[config.mk]
export PLATFORM = sky130hd
export DESIGN_NAME = i2c_slave_read_frame
export DESIGN_NICKNAME = d
export VERILOG_FILES = /design/src/rtl/i2c_pkg.sv /design/src/rtl/i2c_bus_edge_detect.sv /design/src/rtl/i2c_slave_read_frame.sv
export SDC_FILE = /design/constraint.sdc
export NUM_CORES = 1
export LEC_CHECK = 0
export CAP_MARGIN = 20
export CORE_ASPECT_RATIO = 1.1
export CORE_MARGIN = 4
export CORE_UTILIZATION = 40
export CTS_CLUSTER_DIAMETER = 60
export CTS_CLUSTER_SIZE = 14
export DETAILED_ROUTE_END_ITERATION = 8
export REMOVE_ABC_BUFFERS = 1
export SETUP_SLACK_MARGIN = 0.4
export SYNTH_ARGS = -nofsm -noshare
export SYNTH_HDL_FRONTEND = slang
export SYNTH_SLANG_ARGS = --single-unit
[constraint.sdc]
create_clock -name clock -period 2.35 [get_ports clock]
set_input_delay 0.3525 -clock clock [delete_from_list [all_inputs] [get_ports clock]]
set_output_delay 0.3525 -clock clock [all_outputs]
set_load 0.02 [all_outputs]
[src/rtl/i2c_pkg.sv]
// ---------------------------------------------------------------------------
// i2c_pkg
//
// Shared I2C definitions for the slave receive/transmit frame blocks.
//   - i2c_rf_state_e : state encoding of the receive-frame FSM
//                      (I2C_RF_IDLE, I2C_RF_DATA, I2C_RF_ACK)
//   - I2C_ACK        : bus level that acknowledges a word (low)
//   - I2C_NACK       : bus level of a released / not-acknowledged line (high)
// ---------------------------------------------------------------------------
package i2c_pkg;

    typedef enum logic [1:0] {
        I2C_RF_IDLE = 2'd0,
        I2C_RF_DATA = 2'd1,
        I2C_RF_ACK  = 2'd2
    } i2c_rf_state_e;

    localparam logic I2C_ACK  = 1'b0;
    localparam logic I2C_NACK = 1'b1;

endpackage

[src/rtl/i2c_bus_edge_detect.sv]
// ---------------------------------------------------------------------------
// i2c_bus_edge_detect
//
// Registers the previous SCL/SDA levels and derives bus events from them.
// Shared by the receive-frame block and the future transmit-frame block.
//
// Ports
//   clock      in  system clock
//   reset_n    in  asynchronous active-low reset
//   scl        in  bus clock, already synchronised
//   sda        in  bus data, already synchronised
//   rise       out SCL rising edge this cycle
//   fall       out SCL falling edge this cycle
//   violation  out SDA changed while SCL stayed high (START or STOP)
// ---------------------------------------------------------------------------
module i2c_bus_edge_detect
    import i2c_pkg::*;
(
    input  logic clock,
    input  logic reset_n,
    input  logic scl,
    input  logic sda,
    output logic rise,
    output logic fall,
    output logic violation
);

    logic scl_last_d, scl_last_q;
    logic sda_last_d, sda_last_q;

    always_comb begin
        scl_last_d = scl;
        sda_last_d = sda;
    end

    // Both lines reset to the released (high) level so that a bus sitting
    // idle at reset release produces no spurious edge.
    always_ff @(posedge clock or negedge reset_n) begin
        if (!reset_n) begin
            scl_last_q <= 1'b1;
            sda_last_q <= I2C_NACK;
        end else begin
            // NOTE: non-blocking assignments in clocked blocks, so every flop
            // samples pre-edge values regardless of statement order.
            scl_last_q <= scl_last_d;
            sda_last_q <= sda_last_d;
        end
    end

    assign rise      = ~scl_last_q & scl;
    assign fall      =  scl_last_q & ~scl;
    // SCL high on both samples rules out a rise, so a rise and a violation
    // can never coincide.
    assign violation =  scl_last_q & scl & (sda ^ sda_last_q);

endmodule

[src/rtl/i2c_slave_read_frame.sv]
// ---------------------------------------------------------------------------
// i2c_slave_read_frame
//
// Multi-word I2C slave receiver. Samples SDA on SCL rising edges, assembles
// BYTE_COUNT words of DATA_WIDTH bits MSB-first, consumes the ACK clock after
// every word and flags START/STOP conditions seen inside a frame.
//
// Configuration macro
//   I2C_SLAVE_READ_ACK_EN  defined: sda_low is driven high during every ACK
//                          slot. Undefined: sda_low stays 0 and the ACK is
//                          left to an external driver (slot timing unchanged).
//
// Parameters
//   DATA_WIDTH  bits per word (>= 1)
//   BYTE_COUNT  words per frame (>= 1)
//
// Ports
//   clock       in  system clock
//   reset_n     in  asynchronous active-low reset
//   enable      in  frame start, pulse coincident with the first SCL rise
//   scl, sda    in  synchronised bus lines
//   sda_low     out pull SDA low (ACK)
//   data_out    out received words, word 0 in the top slice
//   byte_valid  out one-cycle pulse when a word lands in data_out
//   byte_index  out index of the word just completed (valid with byte_valid)
//   finish      out one-cycle pulse at the end of the frame
//   error       out sticky protocol-violation flag, cleared by a new frame
// ---------------------------------------------------------------------------
module i2c_slave_read_frame
    import i2c_pkg::*;
#(
    parameter int DATA_WIDTH = 8,
    parameter int BYTE_COUNT = 2
) (
    input  logic                                              clock,
    input  logic                                              reset_n,
    input  logic                                              enable,
    input  logic                                              scl,
    input  logic                                              sda,
    output logic                                              sda_low,
    output logic [BYTE_COUNT*DATA_WIDTH-1:0]                  data_out,
    output logic                                              byte_valid,
    output logic [((BYTE_COUNT > 1) ? $clog2(BYTE_COUNT) : 1)-1:0] byte_index,
    output logic                                              finish,
    output logic                                              error
);

    localparam int IDX_W   = (BYTE_COUNT > 1) ? $clog2(BYTE_COUNT) : 1;
    localparam int CNT_W   = $clog2(DATA_WIDTH + 1);
    localparam int FRAME_W = BYTE_COUNT * DATA_WIDTH;

    localparam logic [CNT_W-1:0] FULL_WORD = CNT_W'(DATA_WIDTH);
    localparam logic [IDX_W-1:0] LAST_WORD = IDX_W'(BYTE_COUNT - 1);

`ifdef I2C_SLAVE_READ_ACK_EN
    localparam bit ACK_EN = 1'b1;
`else
    localparam bit ACK_EN = 1'b0;
`endif

    // ------------------------------------------------------------------
    // Bus events
    // ------------------------------------------------------------------
    logic rise;
    logic fall;
    logic violation;

    i2c_bus_edge_detect u_edge (
        .clock     (clock),
        .reset_n   (reset_n),
        .scl       (scl),
        .sda       (sda),
        .rise      (rise),
        .fall      (fall),
        .violation (violation)
    );

    // ------------------------------------------------------------------
    // State
    // ------------------------------------------------------------------
    i2c_rf_state_e          state_d,      state_q;
    logic [CNT_W-1:0]       bit_cnt_d,    bit_cnt_q;
    logic [IDX_W-1:0]       byte_cnt_d,   byte_cnt_q;
    logic [DATA_WIDTH-1:0]  shift_d,      shift_q;
    logic [FRAME_W-1:0]     data_out_d,   data_out_q;
    logic                   byte_valid_d, byte_valid_q;
    logic [IDX_W-1:0]       byte_index_d, byte_index_q;
    logic                   finish_d,     finish_q;
    logic                   error_d,      error_q;
    logic                   sda_low_d,    sda_low_q;
    logic                   word_done;

    always_comb begin
        // NOTE: every signal written here gets a default first, so no path
        // through the case/if tree can leave one unassigned and infer a latch.
        state_d      = state_q;
        bit_cnt_d    = bit_cnt_q;
        byte_cnt_d   = byte_cnt_q;
        shift_d      = shift_q;
        data_out_d   = data_out_q;
        byte_valid_d = 1'b0;
        byte_index_d = byte_index_q;
        finish_d     = 1'b0;
        error_d      = error_q;
        word_done    = 1'b0;

        case (state_q)
            I2C_RF_IDLE: begin
                // The enable cycle is itself the first SCL rise, so its SDA
                // sample is the first (most significant) bit of word 0.
                if (enable && scl) begin
                    shift_d    = DATA_WIDTH'(sda);
                    bit_cnt_d  = CNT_W'(1);
                    byte_cnt_d = '0;
                    error_d    = 1'b0;
                    state_d    = I2C_RF_DATA;
                    word_done  = (DATA_WIDTH == 1);
                end
            end

            I2C_RF_DATA: begin
                if (rise) begin
                    shift_d   = (shift_q << 1) | DATA_WIDTH'(sda);
                    bit_cnt_d = bit_cnt_q + CNT_W'(1);
                    word_done = (bit_cnt_d == FULL_WORD);
                end else if (fall && (bit_cnt_q == FULL_WORD)) begin
                    // SCL drops after the last data bit: the 9th clock begins.
                    state_d = I2C_RF_ACK;
                end
            end

            I2C_RF_ACK: begin
                // The fall that entered ACK was consumed in DATA, so the first
                // fall seen here is the one that closes the 9th clock.
                if (fall) begin
                    if (byte_cnt_q == LAST_WORD) begin
                        finish_d = 1'b1;
                        state_d  = I2C_RF_IDLE;
                    end else begin
                        byte_cnt_d = byte_cnt_q + IDX_W'(1);
                        bit_cnt_d  = '0;
                        state_d    = I2C_RF_DATA;
                    end
                end
            end

            default: state_d = I2C_RF_IDLE;
        endcase

        // START/STOP inside a frame abandons the partial word; slices already
        // written stay as they are.
        if ((state_q != I2C_RF_IDLE) && violation) begin
            state_d   = I2C_RF_IDLE;
            error_d   = 1'b1;
            word_done = 1'b0;
            finish_d  = 1'b0;
        end

        // Completed word goes straight into its slice on the same edge that
        // raises byte_valid, so data_out is already current during the pulse.
        if (word_done) begin
            byte_valid_d = 1'b1;
            byte_index_d = byte_cnt_d;
            for (int w = 0; w < BYTE_COUNT; w++) begin
                if (w == (BYTE_COUNT - 1 - int'(byte_cnt_d))) begin
                    data_out_d[w*DATA_WIDTH +: DATA_WIDTH] = shift_d;
                end
            end
        end

        // Pulling the line low expresses an ACK because the ACK level is low.
        sda_low_d = ACK_EN && (I2C_ACK == 1'b0) && (state_d == I2C_RF_ACK);
    end

    always_ff @(posedge clock or negedge reset_n) begin
        if (!reset_n) begin
            state_q      <= I2C_RF_IDLE;
            bit_cnt_q    <= '0;
            byte_cnt_q   <= '0;
            shift_q      <= '0;
            // NOTE: the word store is reset along with the control flops
            // because its reset value is part of the visible interface.
            data_out_q   <= '0;
            byte_valid_q <= 1'b0;
            byte_index_q <= '0;
            finish_q     <= 1'b0;
            error_q      <= 1'b0;
            sda_low_q    <= 1'b0;
        end else begin
            state_q      <= state_d;
            bit_cnt_q    <= bit_cnt_d;
            byte_cnt_q   <= byte_cnt_d;
            shift_q      <= shift_d;
            data_out_q   <= data_out_d;
            byte_valid_q <= byte_valid_d;
            byte_index_q <= byte_index_d;
            finish_q     <= finish_d;
            error_q      <= error_d;
            sda_low_q    <= sda_low_d;
        end
    end

    assign sda_low    = sda_low_q;
    assign data_out   = data_out_q;
    assign byte_valid = byte_valid_q;
    assign byte_index = byte_index_q;
    assign finish     = finish_q;
    assign error      = error_q;

endmodule

Word level (Yosys, flattened, before mapping)
Cells that the tools add are included.
- flip-flop bits (word level): 37
- output and inout port bits: 21
- logic and storage cells: 80
- $add $sub $neg: 3
- equal/unequal tests: 13
- multiplexer cells: 30
- bitwise gates (word level): 8
- reductions and logical operators: 14
- operators with widths (cell ; number):
    logical NOT 32 bit ; 1
    2-to-1 mux 4 bit ; 4
    2-to-1 mux 8 bit ; 2
    case mux 8 bit (2 select lines) ; 1
    2-to-1 mux 1 bit ; 15
    != test 3 bit (second input constant) ; 4
    case mux 4 bit (3 select lines) ; 1
    2-to-1 mux 2 bit ; 5
    equality test 4 bit (second input constant) ; 2
    != test 2 bit (second input constant) ; 4
    OR 8 x 1 -> 8 bit ; 1
    case mux 2 bit (3 select lines) ; 1
    AND reduction 2 bit ; 3
    nonzero test 2 bit ; 3
    AND reduction 5 bit ; 1
    adder 4 x 1 -> 4 bit (second input constant) ; 1
    bitwise AND 1 bit ; 4
    AND reduction 4 bit ; 1
    logical AND 1 bit ; 3
    nonzero test 3 bit ; 1
    equality test 2 x 1 -> 1 bit (second input constant) ; 1
    equality test 2 bit (first input constant) ; 1
    equality test 2 bit (second input constant) ; 1
    logical NOT 2 bit ; 1
    5 further kinds ; 6

Logic depth before layout (Yosys ltp)
Gate-level depths: netlist of the first run.
- depth in word-level cells: 7
- depth in mapped cells: 9
- depth with buffers taken out: 6

Modules after synthesis
Synthesis of the first run repeated with hierarchy kept, for this count alone.
- cell total of the unflattened synthesis: 144
- area, all modules: 1805.5 um^2
- by module, submodules not included (module ; instances ; cells an instance ; area an instance (um^2) ; seq. area each (um^2)):
    i2c_slave_read_frame ; 1 ; 138 ; 1725.4 ; 875.8
    i2c_bus_edge_detect ; 1 ; 6 ; 80.1 ; 52.6

Least setup slack after synthesis of the first run
No wires, ideal clock.
- path type: reg-to-reg
- start: reg state_q[1]
- end: reg data_out_q[10] (netlist: data_out[10])
- library setup time: 0.125 ns
- data arrival time: 1.983 ns
- data required time: 2.225 ns
- path slack: 0.242 ns
- stages on the path, launching flop included: 9
- path buffers: 2
- clock period less this slack: 2.108 ns
- path through: dfrtp_1 -> inv_1 -> ha_1 -> buf_6 -> and3b_1 -> buf_6 -> nand3_4 -> nor4b_4 -> mux2_2
- longest elaborated chain between the ends: 5
- elaborated cells on any way between the ends: 12
- RTL lines (item ; RTL line ; text):
    start: declaration ; i2c_slave_read_frame.sv:81 ; i2c_rf_state_e state_d, state_q;
    start signal: assignment ; i2c_slave_read_frame.sv:190 ; state_q <= state_d;
    equality test 2 bit or logical NOT 2 bit (tied branches) ; i2c_slave_read_frame.sv:107 ; case (state_q)
    case mux 1 bit (2 select lines) ; i2c_slave_read_frame.sv:107 ;
    subtractor 1 x 1 -> 2 bit ; i2c_slave_read_frame.sv:165 ; if (w == (BYTE_COUNT - 1 - int'(byte_cnt_d))) begin
    equality test 2 bit ; i2c_slave_read_frame.sv:165 ;
    AND reduction 2 bit (no source line) ; - ;
    end signal: assignment ; i2c_slave_read_frame.sv:194 ; data_out_q <= data_out_d;
    end: declaration ; i2c_slave_read_frame.sv:85 ; logic [FRAME_W-1:0] data_out_d, data_out_q;
Several ways; a longest one is shown, not always the timed one.
A chain may end at the register's enable or synchronous reset.

Final worst setup path of the first run
Same ends and word-level chain as after synthesis.

==> summary.md, run 1 <==
| Metric | Value |
|---|---|
| Status | `complete, no violations` |
| Routability Congestion | `0.835` |
| Clock share of power | `21.8%` |
| Worst-path clk slew | `0.07 ns` |
| Core Area | `0.00405 mm²` |
| Tmin final | `1.91 ns` |
| Ranking of synthesized cells by area | `dfrtp_1 51%, mux2_2 12%, ha_1 6.6%` |
| Crit path from | `state_q[1]` |
| Worst Hold Slack | `0.156 ns` |
| First-pass GRT wire length | `5870 µm` |
| Crit-path max FO | `8` |
| Max_cap viols | `0` |
| Commonest cells after routing, fill and taps aside | `34 x dfrtp_1, 23 x clkdlybuf4s50_1, 10 x mux2_2, 10 x buf_4` |
| Root buf cell | `clkbuf_8` |
| Worst reg2reg setup slack | `0.44 ns` |
| Startpoint types | `flip-flop` |
| Clk buf depth | `2` |
| ANT cells | `0` |
| Internal | `1.25 mW` |
| Drt first pass iters | `2` |
| R2r worst-path depth | `7` |
| Seq/Total Area, Yosys | `54.1%` |
| Syn-to-layout area delta | `30.1%` |
| Net Sw Frac | `34.2%` |
| Xor/xnor share of the synthesized area | `1.53%` |
| Leading area contributor after synthesis | `dfrtp_1` |
| Prevailing post-synth register cell | `dfrtp_1` |
| Initial antenna violation count | `0` |
| H-Tree Level Count | `2` |
| Std-Cell Rows | `24` |
| Worst VDD drop | `0.451 mV` |
| Max-slew violation count | `0` |
| Total wire length | `3410 µm` |
| Vias per cell | `5.09` |
| Final #Nets | `183` |
| Die X | `70.4 µm` |
| Post-Syn Area per Cell | `13.0 µm²` |
| WL met1 | `1670 µm` |
| I/O pin count | `26` |
| DR top layer | `met4` |
| Share of layout cells above drive strength 1 | `32.9%` |
| CP endpoint | `data_out[10]` |
| Multiplexer share of the synthesized area | `13.0%` |
| Drt drc | `0` |
| DRT antenna net count | `0` |
| Die Area | `0.00540 mm²` |
| Syn Inst Count | `132` |
| CP Capture Type | `flip-flop` |
| Relative slew slack | `46.1%` |
| Ratio of final minimum period to clock period | `81.3%` |
| Critical setup path kind | `flip-flop to flip-flop` |
| Total negative slack | `0 ns` |
| Drt wl/cell | `15.4 µm` |
| Final Hold Viols | `0` |
| Synth Cell Area | `0.00172 mm²` |
| Simple-gate share of the synthesized area | `9.63%` |
| CTS Sinks | `37` |
| Max Clock Freq | `524 MHz` |
| CTS tree | `yes` |
| Met2 Wirelength | `1580 µm` |
| Post-synth cell types | `35` |
| Area of the multi-input gates | `810 µm²` |
| Die H | `76.7 µm` |
| Yosys reg bits | `37` |
| Post-synthesis adder-cell area fraction | `6.56%` |
| Lkg Pwr | `1.03 nW` |
| Register Area | `930 µm²` |
| Final Setup Violations | `0` |
| DRT iter0 DRCs | `56` |
| Via count | `1130` |
| Overflow after GRT | `0` |
| Switching power total | `648 µW` |
| Met3 WL | `120 µm` |
| CTS buffer count | `5` |
| Worst skew pair latency | `0.28 ns` |
| Total global-route track usage | `13.5%` |
| Post-synth EDFFs | `0` |
| Pwr/cell area | `849 mW/mm²` |
| Initial Util | `42.3%` |
| R2r endpoint | `data_out[10]` |
| FFs w/ async S/R, synth | `100%` |
| Slew @ Worst Pin | `0.808 ns` |
| Commonest non-fill, non-tap cell in the layout | `dfrtp_1` |
| YS warnings | `0` |
| Arr. time, crit path | `2.08 ns` |
| Largest net degree at the start of global routing | `38` |
| PortBufs | `24` |
| # fillers | `374` |
| Post-synth top area share | `51.1%` |
| Vias in the first global route | `1261` |
| Combinational family with the most area after synthesis | `multiplexers` |
| Max Clock Skew | `0.00369 ns` |
| Worst EP required | `2.52 ns` |
| Critical R2R Launch | `state_q[1]` |
| Flop pwr share | `41.7%` |
| Post-detail-place hpwl | `2290 µm` |
| Compound-Gate Fraction of Synth Area | `11.3%` |
| Hold crit path type | `primary input to asynchronous set/reset pin` |
| Combinational Power Share | `36.5%` |
| Unrepaired setup endpoints after global routing | `true` |
kinds of logic after synthesis:
group           count (synthesis)
flops                          37
simple gates                   26
compound gates                 25
mux                            20
buf+inv                        11
fa+ha+maj                       9
xor+xnor                        3
other cells                     1
layer usage:
| metal | global-route usage (%) | vias up |
|---|---|---|
| met1 | 17.8 | 558 |
| met2 | 21.3 | 23 |
| met3 | 3.92 | 6 |
| met5 | 0 | - |
| met4 | 4.79 | 0 |
| li1 | - | 543 |
cell type report:
| class | instances | share of cell area (%) |
|---|---|---|
| inverters | 6 | 1.01 |
| clock buffers | 6 | 3.25 |
| clock inverters | 2 | 0.449 |
| well taps | 52 | 2.92 |
| repair buffers | 35 | 14.4 |
| flip-flops and latches | 37 | 41.7 |
| multi-input cells | 84 | 36.3 |
synth_stat cells, drive strengths merged (2+ instances only):
master / number
a21oi: 4
dfstp: 2
xor2: 2
mux2i: 2
a22o: 8
nand2: 7
inv: 6
ha: 9
mux2: 18
dfrtp: 35
nor2: 5
o21ai: 3
nand4b: 2
a32o: 2
and3b: 2
nand3: 5
buf: 5
timing repair:
| item | CTS | global route |
|---|---|---|
| buffers inserted | 3 | 4 |
| resized for setup | 10 | 16 |
| pin swaps | 2 | 4 |
| endpoints found under the setup margin | 17 | 17 |
| hold buffers | 0 | 0 |
critical path, cell delays in order (launching register included):
cell and delay (ns):
dfrtp_1 0.42, inv_2 0.11, ha_4 0.13, and3b_2 0.22, nand3_4 0.10, nor4b_4 0.29, buf_6 0.20, mux2_4 0.32
worst min-delay path by stage:
stage	start	endpoint	slack (ns)	cells past startpoint
3_5_place_dp	error	error	0.47	2
6_report	reset_n	finish	0.16	1
5_1_grt	reset_n	finish	0.22	1
2_1_floorplan	reset_n	bit_cnt_q[0]	0.06	0
3_3_place_gp	error	error	0.47	2
4_1_cts	reset_n	finish	0.19	1
power by group through the flow:
| stage | clock (mW) | combinational [mW] | sequential, mW |
|---|---|---|---|
| 6_report | 0.413 | 0.691 | 0.790 |
| 5_1_grt | 0.460 | 0.761 | 0.798 |
| 4_1_cts | 0.433 | 0.635 | 0.782 |
| 3_5_place_dp | 0 | 0.570 | 0.797 |
| 3_3_place_gp | 0 | 0.555 | 0.792 |
| 2_1_floorplan | 0 | 0.404 | 0.790 |
registers in the layout, summed over array words and instances (netlist names):
| signal | count |
|---|---|
| data_out | 16 |
| shift_q | 8 |
| bit_cnt_q | 4 |
| state_q | 2 |
| byte_cnt_q | 1 |
| byte_index | 1 |
| byte_valid | 1 |
| error | 1 |
| finish | 1 |
| u_edge.scl_last_q | 1 |
| u_edge.sda_last_q | 1 |
stage by stage:
stage / setup slack [ns] / util [%] / power (mW) / area, µm² / instances
after floorplan: 0.0919 / - / 1.19 / 1680 / 127
after global placement: 0.175 / 49.5 / 1.35 / 2010 / 207
after detailed placement: 0.135 / 49.5 / 1.37 / 2010 / 207
after CTS: 0.406 / 52.7 / 1.85 / 2140 / 218
after global routing: 0.356 / 55.0 / 2.02 / 2230 / 222
final: 0.440 / 55.0 / 1.89 / 2230 / 222
No activity file was read; power rests on OpenSTA's default activity.
==> run 2, diff against run 1 <==
==> constraint.sdc (replaced) <==
create_clock -name clock -period 1.5 [get_ports clock]
set_input_delay 0.225 -clock clock [delete_from_list [all_inputs] [get_ports clock]]
set_output_delay 0.225 -clock clock [all_outputs]
set_load 0.02 [all_outputs]
==> summary.md, run 2 (synthesis gave the netlist of run 1 again) <==
| Metric | Value |
|---|---|
| Status | `complete, but fails checks` |
| Violated checks | `negative setup slack` |
| CTS buffer count | `5` |
| Core Area | `0.00405 mm²` |
| Clk buf depth | `2` |
| Crit-path max FO | `9` |
| Worst stage delay on the critical path | `0.45 ns` |
| Vias in the first global route | `1369` |
| Drt wl/cell | `15.3 µm` |
| H-Tree Level Count | `2` |
| Initial antenna violation count | `0` |
| Dpl ws | `-0.555 ns` |
| Pwr/cell area | `1480 mW/mm²` |
| Post-DP Area | `0.00220 mm²` |
| Largest net degree at the start of global routing | `38` |
| Slowest stage cell, crit path | `dfrtp_2` |
| Commonest cells after routing, fill and taps aside | `34 x dfrtp_1, 29 x buf_4, 17 x buf_2` |
| PnR worst setup slack | `-0.367 ns` |
| # fillers | `353` |
| Root buf cell | `clkbuf_8` |
| R2r worst-path depth | `7` |
| Max-slew violation count | `0` |
| Overflow after GRT | `0` |
| Die Area | `0.00540 mm²` |
| I/O pin count | `26` |
| Vias per cell | `5.03` |
| Die H | `76.7 µm` |
| Worst-path clk slew | `0.07 ns` |
| Lkg Pwr | `1.26 nW` |
| Worst EP required | `1.67 ns` |
| Arr. time, crit path | `2.04 ns` |
| CP Depth | `7` |
| Total global-route track usage | `15.3%` |
| Unrepaired setup endpoints after global routing | `true` |
| Switching power total | `1.23 mW` |
| CP Cell Sequence | `inv_4, ha_4, and3b_2, nand3_4, a2111o_1, buf_12, mux2_2` |
| Final Hold Viols | `0` |
| Internal | `2.50 mW` |
| Total power draw | `3.73 mW` |
| Share of layout cells above drive strength 1 | `58.6%` |
| Worst skew pair latency | `0.29 ns` |
| Max reg flops | `16` |
| Worst reg2reg setup slack | `-0.37 ns` |
| Max Clock Freq | `536 MHz` |
| Tmin final | `1.87 ns` |
| Critical R2R Launch | `state_q[1]` |
| Critical path buffer and inverter count | `2` |
| Non-Filler Instances | `250` |
| Initial Util | `42.3%` |
| Max_cap viols | `0` |
| First-pass GRT wire length | `6620 µm` |
| Post-layout util | `62.0%` |
| Final #Nets | `211` |
| Ratio of final minimum period to clock period | `124%` |
| Area of the multi-input gates | `891 µm²` |
| Drt drc | `0` |
| Top delay family on crit path | `flip-flops` |
| Routability Congestion | `0.834` |
| Std-Cell Rows | `24` |
| Clock share of power | `22.9%` |
| Hold crit path type | `primary input to asynchronous set/reset pin` |
| Final instance area | `0.00251 mm²` |
| Max Clock Skew | `0.00509 ns` |
| Startpoint types | `flip-flop` |
| R2r endpoint | `data_out[7]` |
| PortBufs | `24` |
| Drt first pass iters | `4` |
| Via count | `1257` |
| CTS tree | `yes` |
| DRT iter0 DRCs | `58` |
| Combinational Power Share | `44.2%` |
| CTS Sinks | `37` |
| CP Capture Type | `flip-flop` |
| Commonest non-fill, non-tap cell in the layout | `dfrtp_1` |
| Total wire length | `3830 µm` |
| Final Setup Violations | `32` |
| Register Area | `930 µm²` |
| ANT cells | `0` |
| Inst Count DP | `231` |
| Flop pwr share | `32.8%` |
| Net Sw Frac | `33.0%` |
| Critical setup path kind | `flip-flop to flip-flop` |
| Worst VDD drop | `0.621 mV` |
| Post-detail-place hpwl | `2570 µm` |
| Syn-to-layout area delta | `46.5%` |
| DRT antenna net count | `0` |
| Die X | `70.4 µm` |
[run 2: cell count changes in the layout (fill, tap and decap cells not counted), moves of 3 or more]
cell	delta
buf_2	+16
buf_4	+19
mux2_4	-4
nor2_1	-3
clkdlybuf4s50_1	-20
mux2_2	+4
buf_6	+10
nand2_1	-3
[run 2: how the worst max path moves through the flow]
stage	to	start
after global routing	data_out[10]	state_q[1]
final	data_out[7]	state_q[1]
after CTS	data_out[7]	state_q[1]
after detailed placement	data_out[10]	enable
after global placement	data_out[9]	scl
after floorplan	data_out[10]	state_q[1]
[run 2: cell type report]
cell class	count	share of cell area, %
clock buffers	6	2.89
clock inverters	2	1.54
inverters	6	0.996
multi-input cells	84	35.4
flip-flops and latches	37	37.0
well taps	52	2.59
repair buffers	63	19.6
[run 2: layer usage]
layer  vias up  part of all wire, %  global-route usage [%]
met1       624                   44                    19.2
met3         6                  4.7                    4.44
met2        29                   50                    25.7
li1        598                    -                       -
met4         0                 0.89                    4.02
met5         -                    0                       0
[run 2: repair_timing]
action                                 in CTS  in global routing
setup endpoints to repair                  54                 38
endpoints found under the hold margin      32                  0
cloned                                      0                  0
pin swaps                                   9                  5
hold buffers                                1                  0
buffers inserted                            4                  6
gates resized for setup                   113                 23
[run 2: per-stage QoR]
stage                     hold WS, ns  TNS (ns)
final                           0.503     -7.73
after global routing            0.521    -10.16
after CTS                       0.508     -7.79
after detailed placement        0.302    -11.76
after global placement          0.300    -10.81
after floorplan               -0.0706    -12.80
[run 2: worst register-to-register path, delay by kind of cell, from the launching register on]
kind                     cells  cell delay (ns)
flip-flops                   1             0.45
AO/OA/AOI/OAI                1             0.34
AND/OR/NAND/NOR              2             0.33
multiplexers                 1             0.27
buffers and inverters        2             0.25
adder cells (fa/ha/maj)      1             0.12
[run 2: power groups by stage]
| stage | combinational [mW] | sequential (mW) | clock (mW) |
|---|---|---|---|
| after floorplan | 0.633 | 1.24 | 0 |
| after global placement | 1.17 | 1.22 | 0 |
| after detailed placement | 1.20 | 1.22 | 0 |
| after CTS | 1.52 | 1.21 | 0.871 |
| after global routing | 1.80 | 1.24 | 0.924 |
| final | 1.65 | 1.22 | 0.855 |
==> run 3, diff against run 2 <==
--- a/config.mk
+++ b/config.mk
@@ -14,6 +14,7 @@
 export DETAILED_ROUTE_END_ITERATION = 8
 export REMOVE_ABC_BUFFERS = 1
 export SETUP_SLACK_MARGIN = 0.4
+export SLEW_MARGIN = 20
 export SYNTH_ARGS = -nofsm -noshare
 export SYNTH_HDL_FRONTEND = slang
 export SYNTH_SLANG_ARGS = --single-unit
==> results of run 3 <==
No change in the layout: final DEF, timing and power equal those of run 2.
